===== config.mk =====
export PLATFORM = sky130hd
export DESIGN_NAME = if_fetch_ctrl_flat
export DESIGN_NICKNAME = d
export VERILOG_FILES = /design/src/rtl/if_fetch_ctrl_if.sv /design/src/rtl/if_fetch_ctrl.sv /design/src/flat_wrapper.sv
export SDC_FILE = /design/constraint.sdc
export NUM_CORES = 1
export LEC_CHECK = 0
export CAP_MARGIN = 5
export CORE_MARGIN = 4
export CORE_UTILIZATION = 38
export CTS_CLUSTER_DIAMETER = 40
export CTS_CLUSTER_SIZE = 16
export DETAILED_ROUTE_END_ITERATION = 12
export PLACE_DENSITY = 0.81
export SETUP_SLACK_MARGIN = 0.5
export SYNTH_ARGS = -nofsm -noshare
export SYNTH_HDL_FRONTEND = slang
export SYNTH_SLANG_ARGS = --single-unit

===== constraint.sdc =====
create_clock -name clk -period 1.99 [get_ports clk]
set_input_delay 0.199 -clock clk [delete_from_list [all_inputs] [get_ports clk]]
set_output_delay 0.199 -clock clk [all_outputs]
set_load 0.1 [all_outputs]

===== src/rtl/if_fetch_ctrl_if.sv =====
// Fetch-side bus: instruction SRAM port plus the decode handshake.
// master = fetch controller, slave = memory/decode environment.
interface if_fetch_ctrl_if;
  logic        inst_req;
  logic [31:0] inst_addr;
  logic        inst_addr_ok;
  logic        inst_data_ok;
  logic [31:0] inst_rdata;
  logic        if_valid;
  logic [31:0] if_pc;
  logic [31:0] if_inst;
  logic        if_adel;
  logic        id_ready;

  modport master (
    output inst_req, inst_addr,
    output if_valid, if_pc, if_inst, if_adel,
    input  inst_addr_ok, inst_data_ok, inst_rdata,
    input  id_ready
  );

  modport slave (
    input  inst_req, inst_addr,
    input  if_valid, if_pc, if_inst, if_adel,
    output inst_addr_ok, inst_data_ok, inst_rdata,
    output id_ready
  );
endinterface


===== src/rtl/if_fetch_ctrl.sv =====
// Instruction-fetch sequencer: one outstanding fetch, redirect hold/cancel,
// valid/ready hand-off to decode.
module if_fetch_ctrl #(
  parameter logic [31:0] PC_INITIAL = 32'hbfc00000
) (
  input  logic                   clk,
  input  logic                   resetn,
  input  logic [31:0]            pc_reg,
  output logic                   pc_en,
  output logic                   pc_is_branch,
  output logic [31:0]            pc_branch_address,
  output logic                   pc_is_exception,
  output logic [31:0]            pc_exception_new_pc,
  input  logic                   br_valid,
  input  logic [31:0]            br_target,
  input  logic                   ex_valid,
  input  logic [31:0]            ex_target,
  if_fetch_ctrl_if.master        bus
);

  if (PC_INITIAL[1:0] != 2'b00) begin : g_bad_init
    $error("PC_INITIAL must be word aligned");
  end

  localparam logic [1:0] IDLE = 2'd0;
  localparam logic [1:0] REQ  = 2'd1;
  localparam logic [1:0] WAIT = 2'd2;
  localparam logic [1:0] HOLD = 2'd3;

  logic [1:0]  state;
  logic [1:0]  state_n;
  logic        cancel;
  logic        pend_ex;
  logic [31:0] pend_target;
  logic [31:0] if_pc_q;
  logic [31:0] if_inst_q;
  logic        if_adel_q;

  logic        misal;
  logic        req;
  logic        accept;
  logic        data;
  logic        any_redir;
  logic        defer;
  logic        apply;
  logic        advance;
  logic        capture;
  logic        deliver;
  logic        sel_ex;
  logic [31:0] sel_target;

  assign misal   = pc_reg[1:0] != 2'b00;
  assign req     = resetn & (state == REQ) & ~misal;
  assign accept  = req & bus.inst_addr_ok;
  assign data    = (state == WAIT) & bus.inst_data_ok;

  // New ex > pending ex > new br > pending br.
  always_comb begin
    sel_ex     = ex_valid | (cancel & pend_ex);
    sel_target = pend_target;
    if (ex_valid)
      sel_target = ex_target;
    else if (!(cancel && pend_ex) && br_valid)
      sel_target = br_target;
  end

  assign any_redir = ex_valid | br_valid | cancel;
  assign defer     = any_redir
                   & (accept | ((state == WAIT) & ~bus.inst_data_ok));
  assign apply     = resetn & any_redir & ~defer;
  assign advance   = resetn & (state == HOLD) & bus.id_ready
                   & ~ex_valid & ~br_valid;
  assign capture   = (state == REQ) & misal & ~apply;
  assign deliver   = data & ~any_redir;

  assign pc_en               = apply | advance;
  assign pc_is_exception     = apply & sel_ex;
  assign pc_is_branch        = apply & ~sel_ex;
  assign pc_exception_new_pc = pc_is_exception ? sel_target : 32'h0;
  assign pc_branch_address   = pc_is_branch ? sel_target : 32'h0;

  assign bus.inst_req  = req;
  assign bus.inst_addr = pc_reg;
  assign bus.if_valid  = state == HOLD;
  assign bus.if_pc     = if_pc_q;
  assign bus.if_inst   = if_inst_q;
  assign bus.if_adel   = if_adel_q;

  always_comb begin
    state_n = state;
    unique case (state)
      IDLE: state_n = REQ;
      REQ: begin
        if (apply)       state_n = REQ;
        else if (accept) state_n = WAIT;
        else if (misal)  state_n = HOLD;
      end
      WAIT: begin
        if (apply)      state_n = REQ;
        else if (data)  state_n = HOLD;
      end
      HOLD: begin
        if (pc_en) state_n = REQ;
      end
      default: state_n = IDLE;
    endcase
  end

  always_ff @(posedge clk) begin
    if (!resetn) begin
      state       <= IDLE;
      cancel      <= 1'b0;
      pend_ex     <= 1'b0;
      pend_target <= 32'h0;
      if_pc_q     <= 32'h0;
      if_inst_q   <= 32'h0;
      if_adel_q   <= 1'b0;
    end else begin
      state <= state_n;
      if (defer) begin
        cancel      <= 1'b1;
        pend_ex     <= sel_ex;
        pend_target <= sel_target;
      end else if (apply) begin
        cancel      <= 1'b0;
        pend_ex     <= 1'b0;
        pend_target <= 32'h0;
      end
      if (capture) begin
        if_pc_q   <= pc_reg;
        if_inst_q <= 32'h0;
        if_adel_q <= 1'b1;
      end else if (deliver) begin
        if_pc_q   <= pc_reg;
        if_inst_q <= bus.inst_rdata;
        if_adel_q <= 1'b0;
      end
    end
  end

endmodule


===== src/flat_wrapper.sv =====
// flat-port wrapper written by rule: the top's interface ports become plain ports
module if_fetch_ctrl_flat 
#(
  parameter logic [31:0] PC_INITIAL = 32'hbfc00000
)
  (clk, resetn, pc_reg, pc_en, pc_is_branch, pc_branch_address, pc_is_exception, pc_exception_new_pc, br_valid, br_target, ex_valid, ex_target, bus_inst_req, bus_inst_addr, bus_if_valid, bus_if_pc, bus_if_inst, bus_if_adel, bus_inst_addr_ok, bus_inst_data_ok, bus_inst_rdata, bus_id_ready);
  if_fetch_ctrl_if bus_i ();
  input  logic clk;
  input  logic resetn;
  input  logic [31:0] pc_reg;
  output logic pc_en;
  output logic pc_is_branch;
  output logic [31:0] pc_branch_address;
  output logic pc_is_exception;
  output logic [31:0] pc_exception_new_pc;
  input  logic br_valid;
  input  logic [31:0] br_target;
  input  logic ex_valid;
  input  logic [31:0] ex_target;
  output wire logic [$bits(bus_i.inst_req)-1:0] bus_inst_req;
  output wire logic [$bits(bus_i.inst_addr)-1:0] bus_inst_addr;
  output wire logic [$bits(bus_i.if_valid)-1:0] bus_if_valid;
  output wire logic [$bits(bus_i.if_pc)-1:0] bus_if_pc;
  output wire logic [$bits(bus_i.if_inst)-1:0] bus_if_inst;
  output wire logic [$bits(bus_i.if_adel)-1:0] bus_if_adel;
  input wire logic [$bits(bus_i.inst_addr_ok)-1:0] bus_inst_addr_ok;
  input wire logic [$bits(bus_i.inst_data_ok)-1:0] bus_inst_data_ok;
  input wire logic [$bits(bus_i.inst_rdata)-1:0] bus_inst_rdata;
  input wire logic [$bits(bus_i.id_ready)-1:0] bus_id_ready;
  assign bus_inst_req = bus_i.inst_req;
  assign bus_inst_addr = bus_i.inst_addr;
  assign bus_if_valid = bus_i.if_valid;
  assign bus_if_pc = bus_i.if_pc;
  assign bus_if_inst = bus_i.if_inst;
  assign bus_if_adel = bus_i.if_adel;
  assign bus_i.inst_addr_ok = bus_inst_addr_ok;
  assign bus_i.inst_data_ok = bus_inst_data_ok;
  assign bus_i.inst_rdata = bus_inst_rdata;
  assign bus_i.id_ready = bus_id_ready;
  if_fetch_ctrl #(.PC_INITIAL(PC_INITIAL)) u_core (.clk(clk), .resetn(resetn), .pc_reg(pc_reg), .pc_en(pc_en), .pc_is_branch(pc_is_branch), .pc_branch_address(pc_branch_address), .pc_is_exception(pc_is_exception), .pc_exception_new_pc(pc_exception_new_pc), .br_valid(br_valid), .br_target(br_target), .ex_valid(ex_valid), .ex_target(ex_target), .bus(bus_i));
endmodule

# [Word level (Yosys, flattened, before mapping)]
# Index checks and enable logic that the tools add are counted.
[totals] in_bits=135 word_cells=74 ff_bits=101
[op_classes] n_bitwise=32 n_eq_ne=6 mux=20 reduce_logical=9
[ops] operator="$mux 32" count=8
[ops] operator="$and 1x1->1" count=18
[ops] operator="$mux 2" count=6
[ops] operator="$not 1->1" count=9
[ops] operator="$pmux 2 s4" count=1
[ops] operator="$reduce_bool 2->1" count=3
[ops] operator="$mux 1" count=5
[ops] operator="$or 1x1->1" count=5
[ops] operator="$eq 2x2->1 const B" count=2
[ops] operator="$ne 4x1->1 const B" count=1
[ops] operator="$ne 3x1->1 const B" count=1
[ops] operator="$reduce_and 3->1" count=1
[ops] operator="$eq 2x1->1 const B" count=1
[ops] operator="$logic_and 1x1->1" count=2
[ops] operator="$logic_not 2->1" count=1
[ops] operator="$ne 2x2->1 const B" count=1
[ops] operator="$reduce_or 2->1" count=1
[ops] operator="$logic_not 1->1" count=1

# [Depth between registers and ports, before layout]
[logic_depth] word_depth=11 depth_mapped=7 depth_no_buf=6

# [Worst setup path after synthesis]
# Ideal clock, no wire load.
[synth_timing] path_type="reg-to-output" startpoint="reg u_core.state[0]" endpoint="out pc_exception_new_pc[0]" required_ps=1791 stages_incl_launch_ff=8 t_arrival_ps=2745 path_slack_ps=-954 path_cell_list="dfxtp_1 inv_1 ha_1 and2b_1 a21oi_2 o211ai_1 clkbuf_1 nor2_1"
[synth_between] elab_chain_cells=10 word_cells_on_any_way=12 cone_classes="2 x eq/ne; 1 x mux; 9 x bitwise"
[synth_rtl] element="start: declaration" line_no="if_fetch_ctrl.sv:30" text="logic [1:0] state;"
[synth_rtl] element="start signal: assignment" line_no="if_fetch_ctrl.sv:119" text="state <= state_n;"
[synth_rtl] element="$eq 2x1->1" line_no="if_fetch_ctrl.sv:53" text="assign req = resetn & (state == REQ) & ~misal;"
[synth_rtl] element="$and 1x1->1 (2 in series)" line_no="if_fetch_ctrl.sv:53"
[synth_rtl] element="$and 1x1->1" line_no="if_fetch_ctrl.sv:54" text="assign accept = req & bus.inst_addr_ok;"
[synth_rtl] element="$or 1x1->1 (*)" line_no="if_fetch_ctrl.sv:69" text="& (accept | ((state == WAIT) & ~bus.inst_data_ok));"
[synth_rtl] element="$and 1x1->1 (*)" line_no="if_fetch_ctrl.sv:69"
[synth_rtl] element="$not 1->1 (*)" line_no="if_fetch_ctrl.sv:70" text="assign apply = resetn & any_redir & ~defer;"
[synth_rtl] element="$and 1x1->1 (*)" line_no="if_fetch_ctrl.sv:70"
[synth_rtl] element="$and 1x1->1 (*)" line_no="if_fetch_ctrl.sv:77" text="assign pc_is_exception = apply & sel_ex;"
[synth_rtl] element="$mux 32 (*)" line_no="if_fetch_ctrl.sv:79" text="assign pc_exception_new_pc = pc_is_exception ? sel_target : 32'h0;"
[synth_rtl] element="end: declaration" line_no="flat_wrapper.sv:15" text="output logic [31:0] pc_exception_new_pc;"
# Every way passes the cells marked *; elsewhere a longest branch is shown, timed or not.

# [Worst setup path after layout]
[layout_timing] startpoint="reg u_core.cancel" endpoint="out pc_branch_address[30]"
[layout_between] elab_chain_cells=6 word_cells_on_any_way=15 cone_classes="3 x mux; 9 x bitwise; 3 x reduce/logical"
[layout_rtl] element="start: declaration" line_no="if_fetch_ctrl.sv:32" text="logic cancel;"
[layout_rtl] element="start signal: assignment" line_no="if_fetch_ctrl.sv:112" text="cancel <= 1'b0;"
[layout_rtl] element="start signal: assignment" line_no="if_fetch_ctrl.sv:121" text="cancel <= 1'b1;"
[layout_rtl] element="start signal: assignment" line_no="if_fetch_ctrl.sv:125" text="cancel <= 1'b0;"
[layout_rtl] element="$or 1x1->1 / $logic_and 1x1->1 (equally long branches)" line_no="if_fetch_ctrl.sv:67, if_fetch_ctrl.sv:63"
[layout_rtl] element="$and 1x1->1 / $logic_not 1->1 (equally long branches)" line_no="if_fetch_ctrl.sv:69, if_fetch_ctrl.sv:63"
[layout_rtl] element="$not 1->1 / $logic_and 1x1->1 (equally long branches)" line_no="if_fetch_ctrl.sv:70, if_fetch_ctrl.sv:63"
[layout_rtl] element="$and 1x1->1 / $mux 32 (equally long branches)" line_no="if_fetch_ctrl.sv:70, if_fetch_ctrl.sv:63"
[layout_rtl] element="$and 1x1->1 / $mux 32 (equally long branches)" line_no="if_fetch_ctrl.sv:78, if_fetch_ctrl.sv:61"
[layout_rtl] element="$mux 32 (*)" line_no="if_fetch_ctrl.sv:80" text="assign pc_branch_address = pc_is_branch ? sel_target : 32'h0;"
[layout_rtl] element="end: declaration" line_no="flat_wrapper.sv:13" text="output logic [31:0] pc_branch_address;"
# Marks and branches as above.

==> summary.txt <==
Rel. slew slack: 60.31%
Final Hold Viols: 0
total grt overflow: 0
reg2reg start: u_core.state[1]
hold_sp: resetn
DP Wirelength: 16030 µm
Post-synth EDFFs: 0
CP Max Fanout: 8
clk buf depth: 2
Setup WS post-layout: -0.4581 ns
Crit Reg-Reg Endpoint: u_core.pend_target[5]
failing checks: negative setup slack
port buffer count: 300
Worst Hold Class: in -> reg
Commonest cells post-synth: nand2_1 (164), dfxtp_1 (101), nor2_1 (69)
Post-DP Area: 0.009951 mm²
GRT Total Usage: 31.26%
Final Total Pwr: 6.671 mW
Via density: 5.527
final setup fails: 100
layout cells sized above 1: 49.53%
CTS tree: built
Finished Core Util: 88.72%
placed cell count: 1060
Final nets: 1090
fin area: 0.01138 mm²
Worst-Skew Late Latency: 0.35 ns
Seq cells post-synth: 101
Max IR drop VDD: 0.5059 mV
Post-Synthesis Cell Area: 0.005059 mm²
Synth Area per Inst: 8.239 µm²
via count: 6246
Pre-antenna DRT Iters: 5
Wirelength per Cell: 24.59 µm
DIE AREA: 0.01522 mm²
first-pass GRT wire length: 36110 µm
CTS Buf Count: 9
area leader, netlist: dfxtp_1
RSZ-0062 raised after global routing: yes
Yosys warning count: 0
period utilization: 123.0%
Worst Hold End: u_core.state[1]
count of filler cells inserted in the layout: 508
post-layout minimum cycle time: 2.448 ns
Reg clk slew, reported paths: 0.08 ns
Layout Cells excl Fill: 1130
Max-cap violations: 0
root buffer cell: clkbuf_16
initial antenna violation count: 1
Placeable Area: 0.01282 mm²
Power Dens Cells: 586.2 mW/mm²
Worst-Margin Slew: 0.5954 ns
CP Capture Type: output port
most frequent cell after synthesis: nand2_1
I/O Pins: 301
hold-critical path depth: 3
Fin Hold WS: 0.2685 ns
Post-Synthesis Cells: 614
final slew viol count: 0
hold_buf cts: 0
clk_skew: 0.007932 ns
gpl congestion: 0.8669
startpoint types: register
Syn Nets: 752
Synth top area share: 39.97%
clock sinks: 101
antenna-violating nets left: 0
status: complete, but fails checks
Synth area leaders: dfxtp_1 (40%), mux2i_1 (13%), nand2_1 (12%), mux2_2 (7.1%), buf_4 (5.3%)
pin count of the biggest net entering global routing: 66
crit path from: u_core.cancel
DR iter-0 viols: 539
chip height: 123.4 µm
ys async rst share: 0%
DRC: 0
vias in the first global route: 6538
fmax: 0.4085 GHz
H-tree lvl count: 3
register area share after synthesis: 39.97%
FF-to-FF path depth: 10
reg2reg setup slack: -0.10 ns
critical path class: reg -> out
Initial Utilization: 39.44%
wirelength, routed: 27790 µm
CP required: 1.79 ns
Synth Flop Type: dfxtp_1
row count: 41
Die Wd: 123.4 µm
crit path DAT: 2.25 ns
Area Overhead vs Synth: 124.9%
Netlist cell types: 42
leakage: 4.620 nW
==> layer usage <==
layer	GRT usage [%]	part of all wire (%)
met2	56.78	49
met4	17.16	6.8
met5	0	0
met3	9.241	10
met1	31.96	34
==> layout make-up <==
class	instances	area, µm²	share of cell area [%]
Multi-Input combinational cell	438	3784	33.25
Antenna cell	1	2.502	0.02199
Clock inverter	6	52.55	0.4618
Sequential cell	101	2037	17.90
Timing Repair Buffer	396	5014	44.06
Clock buffer	10	239.0	2.100
Tap cell	172	215.2	1.891
Inverter	6	35.03	0.3079
==> where the power goes <==
group	switching [mW]	leakage [nW]	internal [mW]
logic	1.69	3.66	1.13
registers	0.0362	0.820	2.07
clock network	0.839	0.138	0.904
total	2.56	4.62	4.11
==> state kept, by name, indices dropped and copies added (netlist names) <==
register	flops
u_core.pend_target	32
u_core.bus.if_inst	32
u_core.state	2
u_core.cancel	1
u_core.pend_ex	1
u_core.bus.if_adel	1
u_core.bus.if_pc	32
==> logic make-up after synthesis <==
kind of cell | count (synthesis) | synth area share, %
compound gates | 83 | 9.275
flops | 101 | 39.97
buf+inv | 79 | 9.646
simple gates | 251 | 20.38
fa+ha+maj | 3 | 0.7421
mux | 97 | 19.99
==> cells in the final DEF, fill, tap and decap left out, drive strengths merged, types with 2 or more instances in the layout <==
| cell type | synthesis | final |
|---|---|---|
| a21oi | 37 | 37 |
| and2 | 2 | 2 |
| and3 | 2 | 2 |
| buf | 51 | 258 |
| clkbuf | 22 | 15 |
| clkdlybuf4s50 | 0 | 131 |
| clkinvlp | 0 | 4 |
| dfxtp | 101 | 101 |
| ha | 3 | 3 |
| inv | 6 | 7 |
| mux2 | 32 | 32 |
| mux2i | 65 | 65 |
| nand2 | 164 | 164 |
| nand3 | 3 | 3 |
| nor2 | 70 | 70 |
| nor3 | 2 | 2 |
| nor3b | 3 | 3 |
| o21ai | 35 | 35 |
| or2b | 2 | 2 |
| or3 | 2 | 6 |
==> metrics by stage <==
step | setup WS [ns] | setup TNS (ns)
final | -0.4581 | -29.99
after global routing | -0.5348 | -35.72
after CTS | -0.3447 | -19.71
after detailed placement | -0.3017 | -22.34
after global placement | -0.2219 | -14.60
after floorplan | -0.3135 | -16.88
==> worst max path at each step <==
stage | endpoint | cells after the start
2_1_floorplan | pc_exception_new_pc[0] | 7
3_3_place_gp | pc_is_exception | 7
3_5_place_dp | pc_is_exception | 7
4_1_cts | pc_exception_new_pc[21] | 8
5_1_grt | pc_exception_new_pc[16] | 9
6_report | pc_branch_address[30] | 7
==> repair_timing <==
| item | in CTS | in global routing |
|---|---|---|
| cloned | 13 | 4 |
| hold endpoints to repair | 0 | 0 |
| endpoints found under the setup margin | 169 | 170 |
| setup buffers | 27 | 9 |
| pin swaps | 19 | 13 |
| resized for setup | 113 | 41 |
==> worst max-delay path, stage by stage, from the launching register on <==
cell	delay, ns
dfxtp_4	0.36
buf_4	0.16
or2b_1	0.26
a21oi_1	0.33
nand3_4	0.21
clkbuf_16	0.26
nor2_4	0.12
buf_12	0.18
(Power assumes the default switching activity.)
